--- config.mk ---
export PLATFORM = sky130hd
export DESIGN_NAME = ebpc_out_packer_flat
export DESIGN_NICKNAME = d
export VERILOG_FILES = /design/src/rtl/ebpc_out_packer_if.sv /design/src/rtl/ebpc_out_packer.sv /design/src/flat_wrapper.sv
export SDC_FILE = /design/constraint.sdc
export NUM_CORES = 1
export LEC_CHECK = 0
export ABC_AREA = 0
export BUFFER_PORTS_ARGS = -buffer_cell sky130_fd_sc_hd__buf_4
export CORE_MARGIN = 5
export CORE_UTILIZATION = 45
export CTS_CLUSTER_SIZE = 8
export DETAILED_ROUTE_END_ITERATION = 12
export PLACE_DENSITY_LB_ADDON = 0.12
export SYNTH_ARGS = -nofsm -noshare
export SYNTH_HDL_FRONTEND = slang
export SYNTH_SLANG_ARGS = --single-unit
--- constraint.sdc ---
create_clock -name clk_i -period 3.6 [get_ports clk_i]
set_input_delay 0.18 -clock clk_i [delete_from_list [all_inputs] [get_ports clk_i]]
set_output_delay 0.18 -clock clk_i [all_outputs]
set_load 0.005 [all_outputs]
--- src/rtl/ebpc_out_packer_if.sv ---
// Stream bundle around the output packer: narrow decoded-word input side
// and wide byte-strobed bus output side, named after the block's ports.
interface ebpc_out_packer_if #(
  parameter int unsigned DATA_W    = 8,
  parameter int unsigned NUM_LANES = 4
);
  localparam int unsigned OUT_W = DATA_W * NUM_LANES;

  logic [DATA_W-1:0]    data_i;
  logic                 last_i;
  logic                 vld_i;
  logic                 rdy_o;
  logic [OUT_W-1:0]     data_o;
  logic [NUM_LANES-1:0] strb_o;
  logic                 last_o;
  logic                 vld_o;
  logic                 rdy_i;

  modport slave (
    input  data_i, last_i, vld_i, rdy_i,
    output rdy_o, data_o, strb_o, last_o, vld_o
  );

  modport master (
    output data_i, last_i, vld_i, rdy_i,
    input  rdy_o, data_o, strb_o, last_o, vld_o
  );
endinterface

--- src/rtl/ebpc_out_packer.sv ---
// Packs DATA_W decoder words into NUM_LANES-wide bus words; a packet's final
// partial word is flushed with a contiguous low strobe mask and last_o.
module ebpc_out_packer #(
  parameter int unsigned DATA_W    = 8,
  parameter int unsigned NUM_LANES = 4
) (
  input  logic                clk_i,
  input  logic                rst_ni,
  ebpc_out_packer_if.slave    bus
);
  localparam int unsigned OUT_W = DATA_W * NUM_LANES;
  localparam int unsigned BUF_W = DATA_W * (NUM_LANES - 1);
  localparam int unsigned CW    = $clog2(NUM_LANES);
  localparam logic [CW-1:0] CNT_MAX = CW'(NUM_LANES - 1);

  logic [CW-1:0]        cnt_q, cnt_d;
  logic [BUF_W-1:0]     buf_q, buf_d;
  logic [OUT_W-1:0]     data_q, data_d;
  logic [NUM_LANES-1:0] strb_q, strb_d;
  logic                 last_q, last_d;
  logic                 vld_q, vld_d;

  logic rdy;
  logic in_fire;
  logic out_fire;
  logic complete;

  // Ready depends only on the output register, never on vld_i.
  assign rdy      = ~vld_q | bus.rdy_i;
  assign in_fire  = bus.vld_i & rdy;
  assign out_fire = vld_q & bus.rdy_i;
  assign complete = (cnt_q == CNT_MAX) | bus.last_i;

  always_comb begin
    cnt_d  = cnt_q;
    buf_d  = buf_q;
    data_d = data_q;
    strb_d = strb_q;
    last_d = last_q;
    vld_d  = vld_q;

    if (out_fire) begin
      vld_d = 1'b0;
    end

    if (in_fire) begin
      if (complete) begin
        data_d = '0;
        strb_d = '0;
        for (int unsigned k = 0; k < NUM_LANES - 1; k++) begin
          if (CW'(k) < cnt_q) begin
            data_d[k*DATA_W +: DATA_W] = buf_q[k*DATA_W +: DATA_W];
          end
        end
        for (int unsigned k = 0; k < NUM_LANES; k++) begin
          if (CW'(k) == cnt_q) begin
            data_d[k*DATA_W +: DATA_W] = bus.data_i;
          end
          if (CW'(k) <= cnt_q) begin
            strb_d[k] = 1'b1;
          end
        end
        last_d = bus.last_i;
        vld_d  = 1'b1;
        cnt_d  = '0;
        buf_d  = '0;
      end else begin
        for (int unsigned k = 0; k < NUM_LANES - 1; k++) begin
          if (CW'(k) == cnt_q) begin
            buf_d[k*DATA_W +: DATA_W] = bus.data_i;
          end
        end
        cnt_d = cnt_q + CW'(1);
      end
    end
  end

  always_ff @(posedge clk_i or negedge rst_ni) begin
    if (!rst_ni) begin
      cnt_q  <= '0;
      buf_q  <= '0;
      data_q <= '0;
      strb_q <= '0;
      last_q <= 1'b0;
      vld_q  <= 1'b0;
    end else begin
      cnt_q  <= cnt_d;
      buf_q  <= buf_d;
      data_q <= data_d;
      strb_q <= strb_d;
      last_q <= last_d;
      vld_q  <= vld_d;
    end
  end

  assign bus.rdy_o  = rdy;
  assign bus.data_o = data_q;
  assign bus.strb_o = strb_q;
  assign bus.last_o = last_q;
  assign bus.vld_o  = vld_q;

endmodule

--- src/flat_wrapper.sv ---
// flat-port wrapper written by rule: the top's interface ports become plain ports
module ebpc_out_packer_flat 
#(
  parameter int unsigned DATA_W    = 8,
  parameter int unsigned NUM_LANES = 4
)
  (clk_i, rst_ni, bus_data_i, bus_last_i, bus_vld_i, bus_rdy_i, bus_rdy_o, bus_data_o, bus_strb_o, bus_last_o, bus_vld_o);
  ebpc_out_packer_if #(.DATA_W(DATA_W), .NUM_LANES(NUM_LANES)) bus_i ();
  input  logic clk_i;
  input  logic rst_ni;
  input wire logic [$bits(bus_i.data_i)-1:0] bus_data_i;
  input wire logic [$bits(bus_i.last_i)-1:0] bus_last_i;
  input wire logic [$bits(bus_i.vld_i)-1:0] bus_vld_i;
  input wire logic [$bits(bus_i.rdy_i)-1:0] bus_rdy_i;
  output wire logic [$bits(bus_i.rdy_o)-1:0] bus_rdy_o;
  output wire logic [$bits(bus_i.data_o)-1:0] bus_data_o;
  output wire logic [$bits(bus_i.strb_o)-1:0] bus_strb_o;
  output wire logic [$bits(bus_i.last_o)-1:0] bus_last_o;
  output wire logic [$bits(bus_i.vld_o)-1:0] bus_vld_o;
  assign bus_i.data_i = bus_data_i;
  assign bus_i.last_i = bus_last_i;
  assign bus_i.vld_i = bus_vld_i;
  assign bus_i.rdy_i = bus_rdy_i;
  assign bus_rdy_o = bus_i.rdy_o;
  assign bus_data_o = bus_i.data_o;
  assign bus_strb_o = bus_i.strb_o;
  assign bus_last_o = bus_i.last_o;
  assign bus_vld_o = bus_i.vld_o;
  ebpc_out_packer #(.DATA_W(DATA_W), .NUM_LANES(NUM_LANES)) u_core (.clk_i(clk_i), .rst_ni(rst_ni), .bus(bus_i));
endmodule
==> run metrics, run 1 <==
prevailing post-synth register cell=dfrtp_1; MaxCap Viol Count=0; Synth cell types=29; Post-Syn Area=0.00306 mm2; worst clock skew=0.00608 ns; Final Hold Viols=0; reg-to-reg slack, setup=1.51 ns; initial antenna violation count=0; Synth Warn #=0; PortBufs=51; fraction of registers with async set/reset=1.00; total track usage=0.148; H-Tree Depth=3; Synth Instances=217; post-place setup slack=1.51 ns; worst ir drop on vdd=0.359 mV; placed cell count=335; Setup violations, final=0; Worst Hold Class=primary input to flip-flop; outcome=finished, final reports clean; crit path kind=flip-flop to flip-flop; largest cells by area after synthesis=dfrtp_1, mux2_2, mux2_4, a22o_1, mux2i_1; Reg power frac=0.462; DP Area=0.00344 mm2; total vias in the final route=1792; gp weighted congestion=0.768; P&R area growth vs syn=17.6%; DIE WIDTH=92.5 um; Initial DRT Pass Iterations=4; CP startpoint kind=flip-flop; crit-path max FO=14; syn nets=236; Worst R2R Start=u_core.cnt_q[1]; CTS sink cnt=64; WP data required=3.81 ns; unrepaired setup endpoints after global routing=false; WL final=5910 um; grt total ovfl=0; global-route wire length before repair=9760 um; PwrDens=601 mW/mm2; Ports=52; Root Buffer=clkbuf_8; number of flops mapped to enable cells by yosys=0; drt wl/cell=16.9 um; total clock buffers created by CTS=9; Final #Nets=286; DIE AREA=0.00856 mm2; Initial Util=0.456; Yosys reg bits=64; Final ANT Viol Nets=0; DR iter-0 viols=52; Hold Path Sink=u_core.bus.data_o[24]; DPL Wire Length=4040 um; Synth Area per Inst=14.1 um2; num rows=30; Setup TNS=0 ns; worst hold start=bus_data_i[0]; # diodes=0; f_max=479 MHz; Worst setup EP type=flip-flop; Final WS setup=1.51 ns; Final Cycle Share=0.580; WHS=0.136 ns; Clock power frac=0.234; layout cells sized above 1=0.459; worst skew pair latency=0.33 ns; worst-margin pin slew=0.802 ns; largest net degree at the start of global routing=65; Psw=0.604 mW; Arr. time, crit path=2.30 ns; Net Sw Frac=0.279; minimum clock period=2.09 ns; share of Yosys cell area claimed by the top area cell type=0.523; register area share after synthesis=0.523; vias in the first global route=1852; CTS Buffer Depth=2; Finished Core Util=0.536; max_slew headroom=0.465; fin area=0.00360 mm2; core region area=0.00672 mm2; post-synth top area cell=dfrtp_1; Comb power frac=0.304; FF-to-FF path depth=3; static leakage=1.81 nW; Cell Int Power=1.56 mW; Max Slew Vio Count=0; die height=92.5 um; fin cells=350; hold depth=3; post_cts resized=0; Reg clk slew, reported paths=0.07 ns; vias per cell=5.12; Power Total=2.16 mW; reg-to-reg endpoint=u_core.buf_q[9]; clock tree from TritonCTS=built; Post-route DRC=0
[layout make-up]
type / instances / area, um2
repair buffers: 52 / 393
well taps: 80 / 100
fillers: 578 / 3120
clock inverters: 1 / 5.00
inverters: 12 / 45.0
multi-input cells: 128 / 1310
flip-flops and latches: 64 / 1600
clock buffers: 13 / 149
[cell usage after synthesis (2+ instances only)]
| master | number |
|---|---|
| dfrtp_1 | 64 |
| mux2_2 | 35 |
| mux2_4 | 18 |
| a22o_1 | 14 |
| nand2_1 | 13 |
| inv_1 | 12 |
| mux2i_1 | 10 |
| and2_1 | 8 |
| ha_1 | 6 |
| buf_4 | 3 |
| buf_6 | 3 |
| clkbuf_1 | 3 |
| mux2_1 | 3 |
| o311ai_4 | 3 |
| a21bo_2 | 2 |
| a21oi_1 | 2 |
| buf_2 | 2 |
| buf_8 | 2 |
| nand3_1 | 2 |
| nor2b_1 | 2 |
| o21ai_0 | 2 |
[power by group through the flow]
stage / clock network, mW / logic [mW] / registers, mW
CTS: 0.528 / 0.674 / 1.00
global placement: 0 / 0.665 / 1.01
global route: 0.555 / 0.720 / 1.02
detailed placement: 0 / 0.670 / 1.01
floorplan: 0 / 0.403 / 1.00
finish: 0.506 / 0.659 / 1.00
[timing repair]
item                                    CTS  global route
endpoints found under the hold margin    64             0
setup buffers                             0             0
endpoints found under the setup margin    0             0
hold buffers                              1             0
[worst max-delay path, stage by stage (launching register included)]
cell,delay [ns]
dfrtp_1,0.45
ha_1,0.47
o311ai_4,0.64
mux2_2,0.40
[state kept, by name (all words and copies together), names as in the netlist]
register and flops:
u_core.bus.data_o 32, u_core.buf_q 24, u_core.bus.strb_o 4, u_core.cnt_q 2, u_core.bus.last_o 1, u_core.bus.vld_o 1
[cells by family after synthesis]
family | count (synthesis) | share of synthesized area
muxes | 66 | 0.261
DFF | 64 | 0.523
and+or+nand+nor | 31 | 0.0576
AOI/OAI and AO/OA | 25 | 0.0849
buffers and inverters | 25 | 0.0498
adders and majority gates | 6 | 0.0245
[layout by cell type, fill, tap and decap left out, types with 8 or more instances in the layout]
cell / synthesis / final
a22o_1: 14 / 14
and2_1: 8 / 8
buf_4: 3 / 51
clkbuf_8: 0 / 10
dfrtp_1: 64 / 64
inv_1: 12 / 12
mux2_2: 35 / 35
mux2_4: 18 / 18
mux2i_1: 10 / 10
nand2_1: 13 / 13
[per-layer routing]
layer / GRT usage / up-vias / part of all wire
met5: 0 / - / 0
met4: 0.0557 / 0 / 0.016
met3: 0.0455 / 8 / 0.057
met2: 0.213 / 51 / 0.42
met1: 0.208 / 873 / 0.50
li1: - / 860 / -
[worst max-delay path by stage]
| stage | endpoint | cells past startpoint | start | slack (ns) |
|---|---|---|---|---|
| 2_1_floorplan | u_core.buf_q[10] | 5 | u_core.cnt_q[1] | 1.83 |
| 3_3_place_gp | u_core.bus.data_o[12] | 5 | u_core.cnt_q[1] | 1.55 |
| 3_5_place_dp | u_core.bus.data_o[16] | 4 | u_core.cnt_q[1] | 1.51 |
| 4_1_cts | u_core.bus.data_o[16] | 4 | u_core.cnt_q[1] | 1.51 |
| 5_1_grt | u_core.bus.data_o[16] | 4 | u_core.cnt_q[1] | 1.33 |
| 6_report | u_core.buf_q[9] | 3 | u_core.cnt_q[1] | 1.51 |
(Power assumes the default switching activity.)
==> run 2, diff against run 1 <==
Clock period 3.6 ns to 2.18 ns, I/O delays scaled along.
==> run metrics, run 2 (synthesis results as in run 1) <==
grt total ovfl=0 (unchanged); clock tree from TritonCTS=built; Root Buffer=clkbuf_8; # diodes=0 (unchanged); worst skew pair latency=0.33 ns (about the same); Reg clk slew, reported paths=0.07 ns (about the same); Final Cycle Share=0.926 (+0.346); DPL Wire Length=4090 um (+1.3%); vias in the first global route=1858 (+0.32%); Final ANT Viol Nets=0 (unchanged); unrepaired setup endpoints after global routing=false; total vias in the final route=1762 (-1.7%); layout cells sized above 1=0.478 (+0.0190); multi-input combinational cell area=0.00131 mm2 (unchanged); static leakage=1.87 nW (+2.8%); initial antenna violation count=0 (unchanged); core region area=0.00672 mm2 (unchanged); Post-route DRC=0 (unchanged); Crit-path slowest cell=o311ai_4; Final Hold Viols=0 (unchanged); Worst setup EP type=flip-flop; Power Total=3.88 mW (+79%); f_max=495 MHz (+3.4%); fin area=0.00371 mm2 (+3.1%); drt wl/cell=16.3 um (-3.7%); DR iter-0 viols=96 (+85%); Worst Path Buf+Inv=1 (+1); Max Slew Vio Count=0 (unchanged); largest net degree at the start of global routing=65 (unchanged); crit-path max FO=9 (-5); Initial DRT Pass Iterations=4 (unchanged); num rows=30 (unchanged); Initial Util=0.456 (unchanged); MaxCap Viol Count=0 (unchanged); worst clock skew=0.00872 ns (+0.00264 ns); CTS sink cnt=64 (unchanged); CTS Buffer Depth=2 (unchanged); CP startpoint kind=flip-flop; minimum clock period=2.02 ns (-0.0690 ns); Filler cells=579 (+0.17%); gp weighted congestion=0.743 (-3.3%); Setup violations, final=0 (unchanged); Setup TNS=0 ns (unchanged); Crit path max-delay family=compound AO/OA/AOI/OAI gates; DIE AREA=0.00856 mm2 (unchanged); crit-path max cell delay=0.54 ns (-0.10 ns); post-place setup slack=0.165 ns (-1.35 ns); outcome=finished, final reports clean; sequential cell area=0.00160 mm2 (unchanged); PortBufs=51 (unchanged); Arr. time, crit path=2.24 ns (-0.06 ns); total track usage=0.149 (+0.00161); Ports=52 (unchanged); worst ir drop on vdd=0.471 mV (+31%); worst-margin pin slew=0.811 ns (+0.00868 ns); crit path kind=flip-flop to flip-flop; PwrDens=1040 mW/mm2 (+74%); placed cell count=339 (+1.2%); Final #Nets=290 (+1.4%); Finished Core Util=0.553 (+0.0164); WP data required=2.40 ns (-1.41 ns); fin cells=356 (+1.7%); post_cts resized=0 (unchanged); P&R area growth vs syn=21.2%; Final WS setup=0.160 ns (-1.35 ns); Worst Hold Class=primary input to flip-flop; max_slew headroom=0.459 (-0.00579); DIE WIDTH=92.5 um (unchanged); Post-CTS Setup Bufs=0 (unchanged); global-route wire length before repair=9930 um (+1.8%); max reg flops=32 (unchanged); H-Tree Depth=3 (unchanged); most common cell after layout, fill and taps aside=dfrtp_1; WL final=5790 um (-2.1%); die height=92.5 um (unchanged); total clock buffers created by CTS=9 (unchanged); commonest non-fill, non-tap cells in the layout=dfrtp_1, buf_4, mux2_2, mux2_4, a22o_1; cells along the critical path=inv_1 > ha_1 > o311ai_4 > mux2_2; DP Area=0.00348 mm2 (+1.2%); vias per cell=4.95 (-3.3%); WHS=0.0524 ns (-0.0840 ns)
run 2: cell type report:
| type | count | share of cell area |
|---|---|---|
| flip-flops and latches | 64 | 0.431 |
| multi-input cells | 128 | 0.353 |
| repair buffers | 56 | 0.117 |
| clock buffers | 11 | 0.0381 |
| well taps | 80 | 0.0270 |
| clock inverters | 5 | 0.0216 |
| inverters | 12 | 0.0121 |
run 2: metal layers:
layer  wire length, um  global-route usage
met4                72              0.0631
met3               325              0.0512
met5                 0                   0
met1              3080               0.227
met2              2310               0.190
run 2: power by group:
part           internal (mW)  total [mW]  switching (mW)
Sequential              1.48        1.65           0.163
Clock                  0.674        1.13           0.459
Combinational          0.672        1.10           0.428
run 2: repair_timing:
item | 4_1_cts | 5_1_grt
hold buffers | 1 | 0
setup endpoints to repair | 0 | 0
hold endpoints to repair | 64 | 0
run 2: worst min-delay path: stages:
cell and delay [ns]:
buf_4 0.13, nand2_1 0.06, mux2i_1 0.05
run 2: worst paths after layout:
path                            slack (ns)                  from  cells after the start                     to
worst max-delay path                  0.16       u_core.cnt_q[1]                      4        u_core.buf_q[3]
worst min-delay path                  0.05         bus_data_i[7]                      3  u_core.bus.data_o[31]
worst max register to register        0.16       u_core.cnt_q[1]                      4        u_core.buf_q[3]
worst min register to register        0.47  u_core.bus.strb_o[0]                      1   u_core.bus.strb_o[0]
max in group asynchronous             1.24                rst_ni                      2   u_core.bus.strb_o[3]
min in group asynchronous             0.40                rst_ni                      2  u_core.bus.data_o[25]
